$ cat src/rtl/hsv_pkg.sv
// Shared types for the HSV stream controller: packet FSM states, the sideband
// stage record that travels alongside the external core, and the video packet type.
package hsv_pkg;

    typedef enum logic [1:0] {
        WAIT_SOP,
        VIDEO,
        OTHER
    } pkt_state_t;

    typedef struct packed {
        logic        valid;
        logic        sop;
        logic        eop;
        logic        bypass;
        logic [23:0] data;
    } stage_t;

    localparam logic [3:0] VIDEO_PKT_TYPE = 4'h0;

endpackage

$ cat src/rtl/hsv_sideband_pipe.sv
// Sideband delay line matched to the external HSV core: it advances on the same
// enable, so stage CORE_LAT-1 always describes the beat the core is presenting.
module hsv_sideband_pipe
    import hsv_pkg::*;
#(
    parameter int CORE_LAT = 3
) (
    input  logic   clk,
    input  logic   reset,
    input  logic   en,
    input  stage_t stage_in,
    output stage_t stage_out
);

    stage_t pipe [CORE_LAT];

    always_ff @(posedge clk or posedge reset) begin
        if (reset) begin
            for (int i = 0; i < CORE_LAT; i++) begin
                pipe[i] <= '0;
            end
        end else if (en) begin
            pipe[0] <= stage_in;
            for (int i = 1; i < CORE_LAT; i++) begin
                pipe[i] <= pipe[i-1];
            end
        end
    end

    assign stage_out = pipe[CORE_LAT-1];

endmodule

$ cat src/rtl/hsv_stream_ctrl.sv
// Avalon-ST wrapper around an external RGB->HSV core: packet classification,
// per-beat bypass selection, backpressure and video frame size checking.
module hsv_stream_ctrl
    import hsv_pkg::*;
#(
    parameter int IMAGE_W  = 640,
    parameter int IMAGE_H  = 480,
    parameter int CORE_LAT = 3
) (
    input  logic        clk,
    input  logic        reset,
    input  logic [23:0] sink_data,
    input  logic        sink_valid,
    input  logic        sink_sop,
    input  logic        sink_eop,
    output logic        sink_ready,
    output logic [23:0] source_data,
    output logic        source_valid,
    output logic        source_sop,
    output logic        source_eop,
    input  logic        source_ready,
    output logic        core_en,
    output logic [23:0] core_in_data,
    input  logic [23:0] core_out_data,
    input  logic        cfg_enable,
    output logic        frame_done,
    output logic        frame_err
);

    localparam int PIX_TOTAL = IMAGE_W * IMAGE_H;
    localparam int CNT_W     = $clog2(PIX_TOTAL + 2);

    pkt_state_t       state;
    logic             cfg_latched;
    logic [10:0]      x_cnt;
    logic [10:0]      y_cnt;
    logic [CNT_W-1:0] pix_cnt;
    logic [CNT_W-1:0] pix_cnt_next;
    logic             frame_done_q;
    logic             frame_err_q;
    logic             accept;
    logic             is_video_hdr;
    stage_t           stage_in;
    stage_t           stage_last;

    assign core_en      = ~stage_last.valid | source_ready;
    assign sink_ready   = core_en;
    assign core_in_data = sink_data;
    assign accept       = sink_valid & core_en;
    assign is_video_hdr = (sink_data[3:0] == VIDEO_PKT_TYPE);

    // Saturate one past a full frame so over-length frames still read as wrong.
    assign pix_cnt_next = (pix_cnt == CNT_W'(PIX_TOTAL + 1)) ? pix_cnt : pix_cnt + CNT_W'(1);

    // Stage entering the pipe; beats outside any packet become bubbles.
    always_comb begin
        stage_in.valid  = accept;
        stage_in.sop    = sink_sop;
        stage_in.eop    = sink_eop;
        stage_in.bypass = 1'b1;
        stage_in.data   = sink_data;
        if (!sink_sop) begin
            case (state)
                WAIT_SOP: stage_in.valid  = 1'b0;
                VIDEO:    stage_in.bypass = ~cfg_latched;
                default:  stage_in.bypass = 1'b1;
            endcase
        end
    end

    hsv_sideband_pipe #(
        .CORE_LAT (CORE_LAT)
    ) u_pipe (
        .clk       (clk),
        .reset     (reset),
        .en        (core_en),
        .stage_in  (stage_in),
        .stage_out (stage_last)
    );

    always_ff @(posedge clk or posedge reset) begin
        if (reset) begin
            state        <= WAIT_SOP;
            cfg_latched  <= 1'b0;
            x_cnt        <= '0;
            y_cnt        <= '0;
            pix_cnt      <= '0;
            frame_done_q <= 1'b0;
            frame_err_q  <= 1'b0;
        end else begin
            frame_done_q <= 1'b0;
            frame_err_q  <= 1'b0;
            if (accept) begin
                if (sink_sop) begin
                    // A new header while a video frame is open abandons that frame.
                    if (state == VIDEO) begin
                        frame_err_q <= 1'b1;
                    end
                    x_cnt   <= '0;
                    y_cnt   <= '0;
                    pix_cnt <= '0;
                    if (sink_eop) begin
                        state <= WAIT_SOP;
                    end else if (is_video_hdr) begin
                        state       <= VIDEO;
                        cfg_latched <= cfg_enable;
                    end else begin
                        state <= OTHER;
                    end
                end else begin
                    case (state)
                        VIDEO: begin
                            pix_cnt <= pix_cnt_next;
                            if (x_cnt == 11'(IMAGE_W - 1)) begin
                                x_cnt <= '0;
                                if (y_cnt != 11'(IMAGE_H)) begin
                                    y_cnt <= y_cnt + 11'd1;
                                end
                            end else begin
                                x_cnt <= x_cnt + 11'd1;
                            end
                            if (sink_eop) begin
                                state        <= WAIT_SOP;
                                frame_done_q <= 1'b1;
                                if (pix_cnt_next != CNT_W'(PIX_TOTAL)) begin
                                    frame_err_q <= 1'b1;
                                end
                            end
                        end
                        OTHER: begin
                            if (sink_eop) begin
                                state <= WAIT_SOP;
                            end
                        end
                        default: begin
                        end
                    endcase
                end
            end
        end
    end

    assign source_valid = stage_last.valid;
    assign source_sop   = stage_last.sop;
    assign source_eop   = stage_last.eop;
    assign source_data  = stage_last.bypass ? stage_last.data : core_out_data;
    assign frame_done   = frame_done_q;
    assign frame_err    = frame_err_q;

endmodule
$ cat config.mk
export PLATFORM = sky130hd
export DESIGN_NAME = hsv_stream_ctrl
export DESIGN_NICKNAME = d
export VERILOG_FILES = /design/src/rtl/hsv_pkg.sv /design/src/rtl/hsv_sideband_pipe.sv /design/src/rtl/hsv_stream_ctrl.sv
export SDC_FILE = /design/constraint.sdc
export NUM_CORES = 1
export LEC_CHECK = 0
export ABC_AREA = 1
export BUFFER_PORTS_ARGS = -buffer_cell sky130_fd_sc_hd__buf_4
export CORE_UTILIZATION = 55
export DETAILED_ROUTE_END_ITERATION = 16
export GPL_ROUTABILITY_DRIVEN = 0
export MAX_ROUTING_LAYER = met4
export PLACE_DENSITY = 0.8
export SYNTH_ARGS = -nofsm -noshare
export SYNTH_HDL_FRONTEND = slang
export SYNTH_HIERARCHICAL = 1
export SYNTH_SLANG_ARGS = --single-unit
$ cat constraint.sdc
create_clock -name clk -period 2.65 [get_ports clk]
set_input_delay 0.1325 -clock clk [delete_from_list [all_inputs] [get_ports clk]]
set_output_delay 0.1325 -clock clk [all_outputs]
set_load 0.005 [all_outputs]
==> out/qor.txt, run 1 <==
post-synthesis average cell area: 8.37 µm²
max-slew violations: 0
die area: 10400 µm²
largest family of logic cells by synthesized area: simple AND/OR/NAND/NOR gates
Starting Density: 0.565
Rel. slew slack: 0.396
Compound-Gate Fraction of Synth Area: 0.0268
clock slew at reported path FFs: 100 ps
worst-margin pin slew: 905 ps
Tcrit/Tclk final: 0.778
outcome: completed
YS warnings: 6
CTS tree: built
Die H: 102 µm
synth unique cells: 29
Final Util: 0.667
Setup Viol. Count Final: 0
nets@finish: 792
ys flop type: dfrtp_1
drt drc: 0
Commonest cells post-synth: nand2_1, dfrtp_1, buf_4
most frequent cell after synthesis: nand2_1
synthesis-stage register bit count: 108
drt via density: 5.05
Overflow after GRT: 0
ANT cells: 0
antenna violations before repair: 0
DR WL/cell: 13.5 µm
Max Freq: 485 MHz
Max Root-Sink Buffers: 2
worst hold path class: primary input to flop
synth top area cells: dfrtp_1, nand2_1, buf_4
Final ANT Viol Nets: 0
Worst Path Arrival: 1930 ps
total length of routed wires: 11.8 mm
io pins: 110
maximum VDD drop: 0.428 mV
Die X: 102 µm
CTS Buf Count: 9
syn nets: 716
DRT Pass-1 Iters: 5
post-place instance area: 6030 µm²
Setup CP Type: flop to output port
DP HPWL: 8.05 mm
register area share after synthesis: 0.491
Post-CTS Hold Buffers: 25
simple-gate portion of the synthesized area: 0.279
Port-buffer cells: 109
Synth-to-Final Area Change: 17.9%
worst-skew pair later-pin latency: 370 ps
Power, Total: 5.13 mW
crit path max fanout: 72
share of layout cells above drive strength 1: 0.247
Cells after Synth: 657
multiplexer area fraction after synthesis: 0.0512
vias in the first global route: 4139
Synth Area in Adders: 0.00910
Synth Area in XOR/XNOR: 0.0221
Setup TNS: 0 ps
Worst setup EP type: output port
Critical Path RT: 2520 ps
PostCTS Resize Cnt: 0
Max-Cap Viols: 0
cell area after synthesis: 5500 µm²
largest net degree at the start of global routing: 73
H-Tree Depth: 3
Synth area leader: dfrtp_1
Layout Cell Area excl Fill: 6480 µm²
unrepaired setup endpoints after global routing: no
post-CTS setup buffers: 0
core area: 9730 µm²
Hold Fails Final Rpt: 0
fraction of registers with async set/reset: 1.00
via count: 4399
PD cells: 791 nW/µm²
clk sinks: 108
Lkg Pwr: 3.34 nW
GR Util All Layers: 0.241
number of flops mapped to enable cells by yosys: 0
post-synth top area share: 0.491
Iter 0 DRT Violations: 264
first-pass GRT wire length: 18.8 mm
minimum clock period: 2060 ps
CP startpoint kind: flop
Clock Skew: 10.0 ps
CTS root buffer: clkbuf_8
Cell Rows: 36
==> cell usage in the layout (no fill, tap or decap) <==
cell type      count
dlygate4sd3_1     25
dfrtp_1          108
nor2_4             4
inv_2              3
nand2_1          296
inv_1             28
clkinv_1           1
inv_8              1
xor2_1            12
buf_12             1
bufinv_8           1
nand2_4            2
clkbuf_1           1
buf_4            115
inv_6              3
mux2_2            25
nand4_1            4
nand3_2            2
a21oi_1            5
clkinv_4           1
clkinv_2           1
nor2_2             6
o21ai_0            9
o22ai_1           11
nand3_1           20
ha_1               4
nor4_1             1
bufinv_16          1
nor3_2             1
o32ai_1            1
clkbuf_8           9
xor2_2             1
nor3_4             1
nor2_1            27
nor3_1             3
nand2_2            4
==> power by group <==
group / internal, mW / total (mW) / switching, mW
Sequential: 2.15 / 2.43 / 0.278
Combinational: 0.850 / 1.67 / 0.821
Clock: 0.457 / 1.03 / 0.572
==> critical path, cell delays in order (launching register included) <==
cell	delay [ps]
dfrtp_1	410
nand2_2	270
buf_4	620
buf_4	230
==> final timing paths <==
path	start	slack [ps]	endpoint	cells past startpoint
worst max-delay path	u_pipe/stage_out[27]	590	core_en	3
worst min-delay path	sink_sop	9	u_pipe/pipe[82]	3
worst max register to register	pix_cnt[1]	730	frame_err	15
worst min register to register	u_pipe/stage_out[10]	480	u_pipe/stage_out[10]	2
max in group asynchronous	reset	1550	cfg_latched	3
min in group asynchronous	reset	410	u_pipe/pipe[78]	3
==> layer usage <==
metal / wire length, µm / track usage / vias to the layer above
li1: - / - / 2139
met1: 4930 / 0.305 / 2059
met2: 5760 / 0.386 / 170
met3: 806 / 0.0451 / 31
met4: 258 / 0.0923 / 0
met5: 0 / - / -
==> cells by family after synthesis <==
kind of cell | count (synthesis)
adder cells (fa/ha/maj) | 4
XOR/XNOR | 13
AO/OA/AOI/OAI | 26
AND/OR/NAND/NOR | 371
buffers and inverters | 110
multiplexers | 25
flip-flops | 108
==> through the flow <==
stage	instances	worst slack, ps	hold slack [ps]
after floorplan	657	352	147
after global placement	830	884	257
after detailed placement	830	777	267
after CTS	871	590	1.11
after global routing	871	449	13.7
final	871	587	9.07
==> cell type report <==
type / count / area (µm²)
Clock buffer: 10 / 128
Clock inverter: 6 / 76.3
Timing Repair Buffer: 141 / 1130
Tap cell: 133 / 166
Inverter: 34 / 143
Fill cell: 806 / 3240
Sequential cell: 108 / 2700
Multi-Input combinational cell: 439 / 2140
==> registers in the layout, summed over array words and instances (netlist names) <==
register	count
u_pipe/pipe	56
u_pipe/stage_out	28
pix_cnt	19
state	2
cfg_latched	1
frame_done	1
frame_err	1
Note: power is estimated with default switching activity, not from simulation.
==> inputs of run 2 (changes only) <==
--- a/config.mk
+++ b/config.mk
@@ -5,13 +5,13 @@
 export SDC_FILE = /design/constraint.sdc
 export NUM_CORES = 1
 export LEC_CHECK = 0
-export ABC_AREA = 1
+export ABC_AREA = 0
 export BUFFER_PORTS_ARGS = -buffer_cell sky130_fd_sc_hd__buf_4
-export CORE_UTILIZATION = 55
+export CORE_UTILIZATION = 56
 export DETAILED_ROUTE_END_ITERATION = 16
 export GPL_ROUTABILITY_DRIVEN = 0
 export MAX_ROUTING_LAYER = met4
-export PLACE_DENSITY = 0.8
+export PLACE_DENSITY = 0.81
 export SYNTH_ARGS = -nofsm -noshare
 export SYNTH_HDL_FRONTEND = slang
 export SYNTH_HIERARCHICAL = 1
==> constraint.sdc (replaced) <==
create_clock -name clk -period 2.12 [get_ports clk]
set_input_delay 0.106 -clock clk [delete_from_list [all_inputs] [get_ports clk]]
set_output_delay 0.106 -clock clk [all_outputs]
set_load 0.005 [all_outputs]
==> run 2 against run 1 <==
  * Sequential share of layout area decreased by 1.5 points
  * Routed wire length decreased by 7.3%
  * Combinational power increased by 21%
  * Largest cell class unchanged
  * Setup slack got worse by 480 ps
  * Non-clock buffer count increased by 10
  * Clock skew increased by 5.1 ps
  * Clock power increased by 9.7%
  * Hold slack improved by 13 ps
  * Highest routed layer unchanged
  * Critical path depth increased by 4
  * Clock-buffer cell count unchanged
  * Critical path type is now flop to flop
  * Global-route usage decreased by 2.1 points
  * Register-to-register slack got worse by 620 ps
==> out/qor.txt, run 2 <==
DP HPWL: 7.23 mm (-10%)
Layout fillers: 696 (-14%)
FF+latch area: 2700 µm² (about the same)
part of the power in registers: 0.479 (+0.005)
Final Util: 0.689 (+0.0225)
Setup Viol. Count Final: 0 (unchanged)
Die H: 103 µm (+0.62%)
minimum clock period: 2010 ps
number of flip-flops in the largest register: 56 (unchanged)
Worst path top cell family by delay: simple AND/OR/NAND/NOR gates
Setup CP Type: flop to flop
drt via density: 5.41 (+7.2%)
ANT cells: 0 (unchanged)
CTS tree: built
Lkg Pwr: 3.23 nW (-3.5%)
synth unique cells: 45 (+55%)
number of flops mapped to enable cells by yosys: 0 (unchanged)
synthesis-stage register bit count: 108 (unchanged)
commonest non-fill, non-tap cell in the layout: buf_4
Port-buffer cells: 109 (unchanged)
Hold Fails Final Rpt: 0 (unchanged)
Synth-to-Final Area Change: 18.7%
CTS root buffer: clkbuf_8
Net Switching: 1.67 mW (about the same)
first-pass GRT wire length: 17.3 mm (-8.2%)
Max Root-Sink Buffers: 2 (unchanged)
Overflow after GRT: 0 (unchanged)
fraction of registers with async set/reset: 1.00 (unchanged)
outcome: completed
Final ANT Viol Nets: 0 (unchanged)
antenna violations before repair: 0 (unchanged)
Cell Rows: 36 (unchanged)
via count: 3637 (-17%)
worst path cell trace: ha_2 > and3_4 > nand4_1 > nor3_2 > mux2_4 > a2111oi_4 > a21oi_1
GR Util All Layers: 0.220 (-0.0210)
clock slew at reported path FFs: 100 ps (about the same)
Starting Density: 0.580 (+0.0149)
nets@finish: 594 (-25%)
Die X: 103 µm (+0.62%)
Clock Skew: 15.1 ps (+5.07 ps)
CP startpoint kind: flop
Iter 0 DRT Violations: 138 (-48%)
register area share after synthesis: 0.476 (-0.0148)
die area: 10500 µm² (+1.2%)
most frequent cell after synthesis: dfrtp_1
PD cells: 896 nW/µm² (+13%)
worst stage delay on the critical path: 410 ps (-210 ps)
Worst Path Arrival: 2250 ps (+320 ps)
largest net degree at the start of global routing: 87 (+19%)
Worst setup EP type: flop
worst hold path class: primary input to flop
vias in the first global route: 3561 (-14%)
WP buf/inv: 0 (-2)
Tcrit/Tclk final: 0.949
Power, Total: 6.04 mW (+18%)
H-Tree Depth: 3 (unchanged)
maximum VDD drop: 0.581 mV (+36%)
DR WL/cell: 16.2 µm (+20%)
io pins: 110 (unchanged)
Critical Path RT: 2350 ps (-170 ps)
clk sinks: 108 (unchanged)
slowest CP cell: dfrtp_1
post-synth top area share: 0.476 (-0.0148)
Rel. slew slack: 0.395 (-0.000544)
drt drc: 0 (unchanged)
YS warnings: 6 (unchanged)
Max-Cap Viols: 0 (unchanged)
post-synthesis average cell area: 12.6 µm² (+51%)
post-place instance area: 6250 µm² (+3.7%)
multi-input logic area: 2440 µm² (+14%)
share of layout cells above drive strength 1: 0.495 (+0.249)
synth top area cells: dfrtp_1, mux2_4, mux2_2
commonest non-fill, non-tap cells in the layout: buf_4, dfrtp_1, mux2_4, mux2_2
Layout Cell Area excl Fill: 6740 µm² (+3.9%)
syn nets: 509 (-29%)
register with the most flip-flops: u_pipe/pipe
worst-margin pin slew: 906 ps (+0.815 ps)
ys flop type: dfrtp_1
Comb power frac: 0.334 (+0.008)
crit path max fanout: 5 (-93%)
CTS Buf Count: 9 (unchanged)
DRT Pass-1 Iters: 4 (-1)
Switching Share: 0.277 (-0.0491)
worst-skew pair later-pin latency: 360 ps (about the same)
max-slew violations: 0 (unchanged)
cell-internal power: 4.37 mW (+26%)
Cells after Synth: 450 (-32%)
total length of routed wires: 10.9 mm (-7.3%)
Max Freq: 497 MHz
Commonest cells post-synth: dfrtp_1, mux2_4, buf_4
clock share of power: 0.187 (-0.013)
cell area after synthesis: 5670 µm² (+3.1%)
core area: 9770 µm² (+0.46%)
Synth area leader: dfrtp_1
[run 2: layout make-up]
| cell class | count | share of cell area |
|---|---|---|
| Clock inverter | 5 | 0.00650 |
| Sequential cell | 108 | 0.401 |
| Inverter | 7 | 0.00446 |
| Tap cell | 133 | 0.0247 |
| Timing Repair Buffer | 151 | 0.181 |
| Clock buffer | 10 | 0.0189 |
| Multi-Input combinational cell | 258 | 0.363 |
[run 2: repair_timing]
action                                  CTS  global route
hold buffers                             24             1
resized for setup                         0             8
endpoints found under the hold margin   114             1
endpoints found under the setup margin    0             1
setup buffers                             0             2
[run 2: through the flow]
stage               cells  hold WS [ps]  worst slack, ps  TNS [ps]
global route          672         0.317            -17.6     -17.6
floorplan             450           121             33.8         0
global placement      630           261              113         0
CTS                   669          1.03             22.2         0
detailed placement    630           272             40.8         0
finish                672          22.0              108         0
[run 2: layer usage]
layer / part of all wire / vias up / routed length, µm / global-route usage
met4: 0.011 / 0 / 124 / 0.0692
met5: 0 / - / 0 / -
met3: 0.041 / 11 / 443 / 0.0481
met1: 0.43 / 1830 / 4650 / 0.276
li1: - / 1693 / - / -
met2: 0.52 / 103 / 5680 / 0.356
[run 2: kinds of logic (layout without fill, tap and decap cells)]
family / after synthesis / after routing / share of synthesized area
AO/OA/AOI/OAI: 53 / 53 / 0.0571
multiplexers: 113 / 113 / 0.264
adder cells (fa/ha/maj): 4 / 4 / 0.00882
AND/OR/NAND/NOR: 79 / 79 / 0.0757
buffers and inverters: 84 / 173 / 0.105
XOR/XNOR: 9 / 9 / 0.0139
flip-flops: 108 / 108 / 0.476
[run 2: path summary, 6_finish.rpt]
path | start | endpoint | slack, ps | cells past startpoint
max in group asynchronous | reset | pix_cnt[2] | 970 | 3
worst max register to register | pix_cnt[1] | frame_err | 110 | 7
worst max-delay path | pix_cnt[1] | frame_err | 110 | 7
min in group asynchronous | reset | u_pipe/pipe[64] | 430 | 4
worst min register to register | u_pipe/stage_out[14] | u_pipe/stage_out[14] | 510 | 1
worst min-delay path | sink_data[1] | u_pipe/pipe[57] | 20 | 2
[run 2: power groups by stage]
stage               clock network, mW  logic, mW  registers, mW
finish                           1.13       2.02           2.89
global route                     1.26       2.17           2.96
detailed placement                  0       1.98           2.94
global placement                    0       1.92           2.90
CTS                              1.17       2.03           2.90
floorplan                           0       1.74           2.81
[run 2: worst register-to-register path, cell delays in order, from the launching register on]
cell and delay (ps):
dfrtp_1 410, ha_2 210, and3_4 220, nand4_1 140, nor3_2 280, mux2_4 340, a2111oi_4 180, a21oi_1 120
==> inputs of run 3 (changes only) <==
==> constraint.sdc (replaced) <==
create_clock -name clk -period 2.12 [get_ports clk]
set_input_delay 0.106 -clock clk [delete_from_list [all_inputs] [get_ports clk]]
set_output_delay 0.106 -clock clk [all_outputs]
set_load 0.1 [all_outputs]
==> run 3 against run 2 <==
  * Utilization decreased by 0.10 points
  * Clock power increased by 12%
  * Critical endpoint unchanged
  * Flip-flop and latch count unchanged
  * Setup slack got worse by 16 ps
==> out/qor.txt, run 3 (same netlist as run 2, synthesis figures left out) <==
Hold Fails Final Rpt: 0 (unchanged)
Placed Instances: 630 (unchanged)
nets@finish: 592 (-0.34%)
Layout fillers: 667 (-4.2%)
CP startpoint kind: flop
clk sinks: 108 (unchanged)
DRT Pass-1 Iters: 4 (unchanged)
CTS tree: built
slowest CP cell: dfrtp_1
Non-Filler Instances: 670 (-0.30%)
drt drc: 0 (unchanged)
Max Freq: 493 MHz (-0.79%)
part of the power in registers: 0.349 (-0.130)
PD cells: 1230 nW/µm² (+37%)
Net Switching: 3.75 mW (+120%)
commonest non-fill, non-tap cells in the layout: buf_4, dfrtp_1, mux2_4, mux2_2, o21ai_0
Critical Path RT: 2350 ps (about the same)
Overflow after GRT: 0 (unchanged)
DP HPWL: 7.22 mm (-0.19%)
antenna violations before repair: 0 (unchanged)
vias in the first global route: 3480 (-2.3%)
die area: 10500 µm² (unchanged)
CTS root buffer: clkbuf_8
final hold slack: 22.0 ps (+0.0287 ps)
largest net degree at the start of global routing: 85 (-2.3%)
Die X: 103 µm (unchanged)
worst hold path depth: 2 (unchanged)
core area: 9770 µm² (unchanged)
Rel. slew slack: 0.383 (-0.0120)
Worst setup EP type: flop
max-slew violations: 0 (unchanged)
Final ANT Viol Nets: 0 (unchanged)
Port-buffer cells: 109 (unchanged)
number of flip-flops in the largest register: 56 (unchanged)
Lkg Pwr: 3.23 nW (about the same)
Tcrit/Tclk final: 0.956 (+0.00756)
total length of routed wires: 11.0 mm (+0.59%)
clock slew at reported path FFs: 90 ps (about the same)
outcome: completed
Clock Skew: 10.8 ps (-4.31 ps)
io pins: 110 (unchanged)
Worst Path Arrival: 2260 ps (about the same)
Comb power frac: 0.499 (+0.165)
Switching Share: 0.454 (+0.177)
maximum VDD drop: 0.841 mV (+45%)
commonest non-fill, non-tap cell in the layout: buf_4
DR WL/cell: 16.4 µm (+0.89%)
first-pass GRT wire length: 17.2 mm (-0.28%)
worst stage delay on the critical path: 430 ps (+20 ps)
H-Tree Depth: 3 (unchanged)
Iter 0 DRT Violations: 158 (+14%)
worst hold path class: primary input to flop
Cell Rows: 36 (unchanged)
GR Util All Layers: 0.220 (about the same)
Setup Viol. Count Final: 0 (unchanged)
via count: 3609 (-0.77%)
minimum clock period: 2030 ps (+16.0 ps)
Starting Density: 0.580 (unchanged)
Setup CP Type: flop to flop
CTS Buf Count: 9 (unchanged)
cell-internal power: 4.51 mW (+3.3%)
worst-margin pin slew: 924 ps (+18.0 ps)
register with the most flip-flops: u_pipe/pipe
Max-Cap Viols: 0 (unchanged)
Synth-to-Final Area Change: 18.5%
crit path max fanout: 6 (+1)
share of layout cells above drive strength 1: 0.493 (-0.00188)
R2R cell count: 7 (unchanged)
drt via density: 5.39 (-0.47%)
clock share of power: 0.152 (-0.035)
Reg2Reg Setup Slack: 90 ps (-20 ps)
Die H: 103 µm (unchanged)
Max Root-Sink Buffers: 2 (unchanged)
worst-skew pair later-pin latency: 360 ps (about the same)
ANT cells: 0 (unchanged)
worst path cell trace: buf_4 > and4_4 > and2_4 > and3_4 > or3_1 > a2111oi_4 > a21oi_1
-- run 3: area by class of cell --
type / instances / area [µm²] / share of cell area
multi-input cells: 258 / 2430 / 0.361
clock buffers: 9 / 124 / 0.0184
flip-flops and latches: 108 / 2700 / 0.402
repair buffers: 149 / 1200 / 0.179
well taps: 133 / 166 / 0.0247
inverters: 7 / 30.0 / 0.00447
clock inverters: 6 / 71.3 / 0.0106
-- run 3: worst paths after layout --
| check | from | endpoint |
|---|---|---|
| worst max register to register | pix_cnt[1] | frame_err |
| max in group asynchronous | reset | pix_cnt[17] |
| min in group asynchronous | reset | u_pipe/pipe[52] |
| worst max-delay path | pix_cnt[1] | frame_err |
| worst min register to register | u_pipe/stage_out[10] | u_pipe/stage_out[10] |
| worst min-delay path | sink_data[3] | u_pipe/pipe[59] |
-- run 3: repair_timing --
action / CTS / global route
gates resized for setup: 0 / 5
setup endpoints to repair: 0 / 1
buffers inserted: 0 / 2
hold endpoints to repair: 106 / 0
hold buffers: 23 / 0
-- run 3: routing by layer --
layer | wire [µm] | share of wire | GRT usage
met1 | 4980 | 0.45 | 0.290
met2 | 5270 | 0.48 | 0.343
met3 | 489 | 0.045 | 0.0346
met4 | 219 | 0.020 | 0.0868
met5 | 0 | 0 | -
-- run 3: critical path, delay by kind of cell, from the launching register on --
family | cells | cell delay, ps
compound gates | 2 | 410
buf+inv | 1 | 150
flops | 1 | 430
simple gates | 4 | 900
-- run 3: power by group through the flow --
stage / Combinational, mW / Clock [mW] / Sequential (mW)
floorplan: 3.85 / 0 / 2.82
global placement: 4.03 / 0 / 2.90
detailed placement: 4.08 / 0 / 2.93
CTS: 4.13 / 1.29 / 2.89
global route: 4.27 / 1.38 / 2.95
finish: 4.12 / 1.26 / 2.88
-- run 3: stage by stage --
| stage | setup WS, ps | utilization | total power, mW | setup TNS, ps | instance area (µm²) |
|---|---|---|---|---|---|
| global placement | 128 | 0.640 | 6.93 | 0 | 6250 |
| detailed placement | 39.0 | 0.640 | 7.01 | 0 | 6250 |
| finish | 92.4 | 0.688 | 8.26 | 0 | 6730 |
| global route | -6.31 | 0.688 | 8.59 | -6.31 | 6730 |
| floorplan | 33.8 | - | 6.67 | 0 | 5700 |
| CTS | 31.8 | 0.683 | 8.31 | 0 | 6680 |
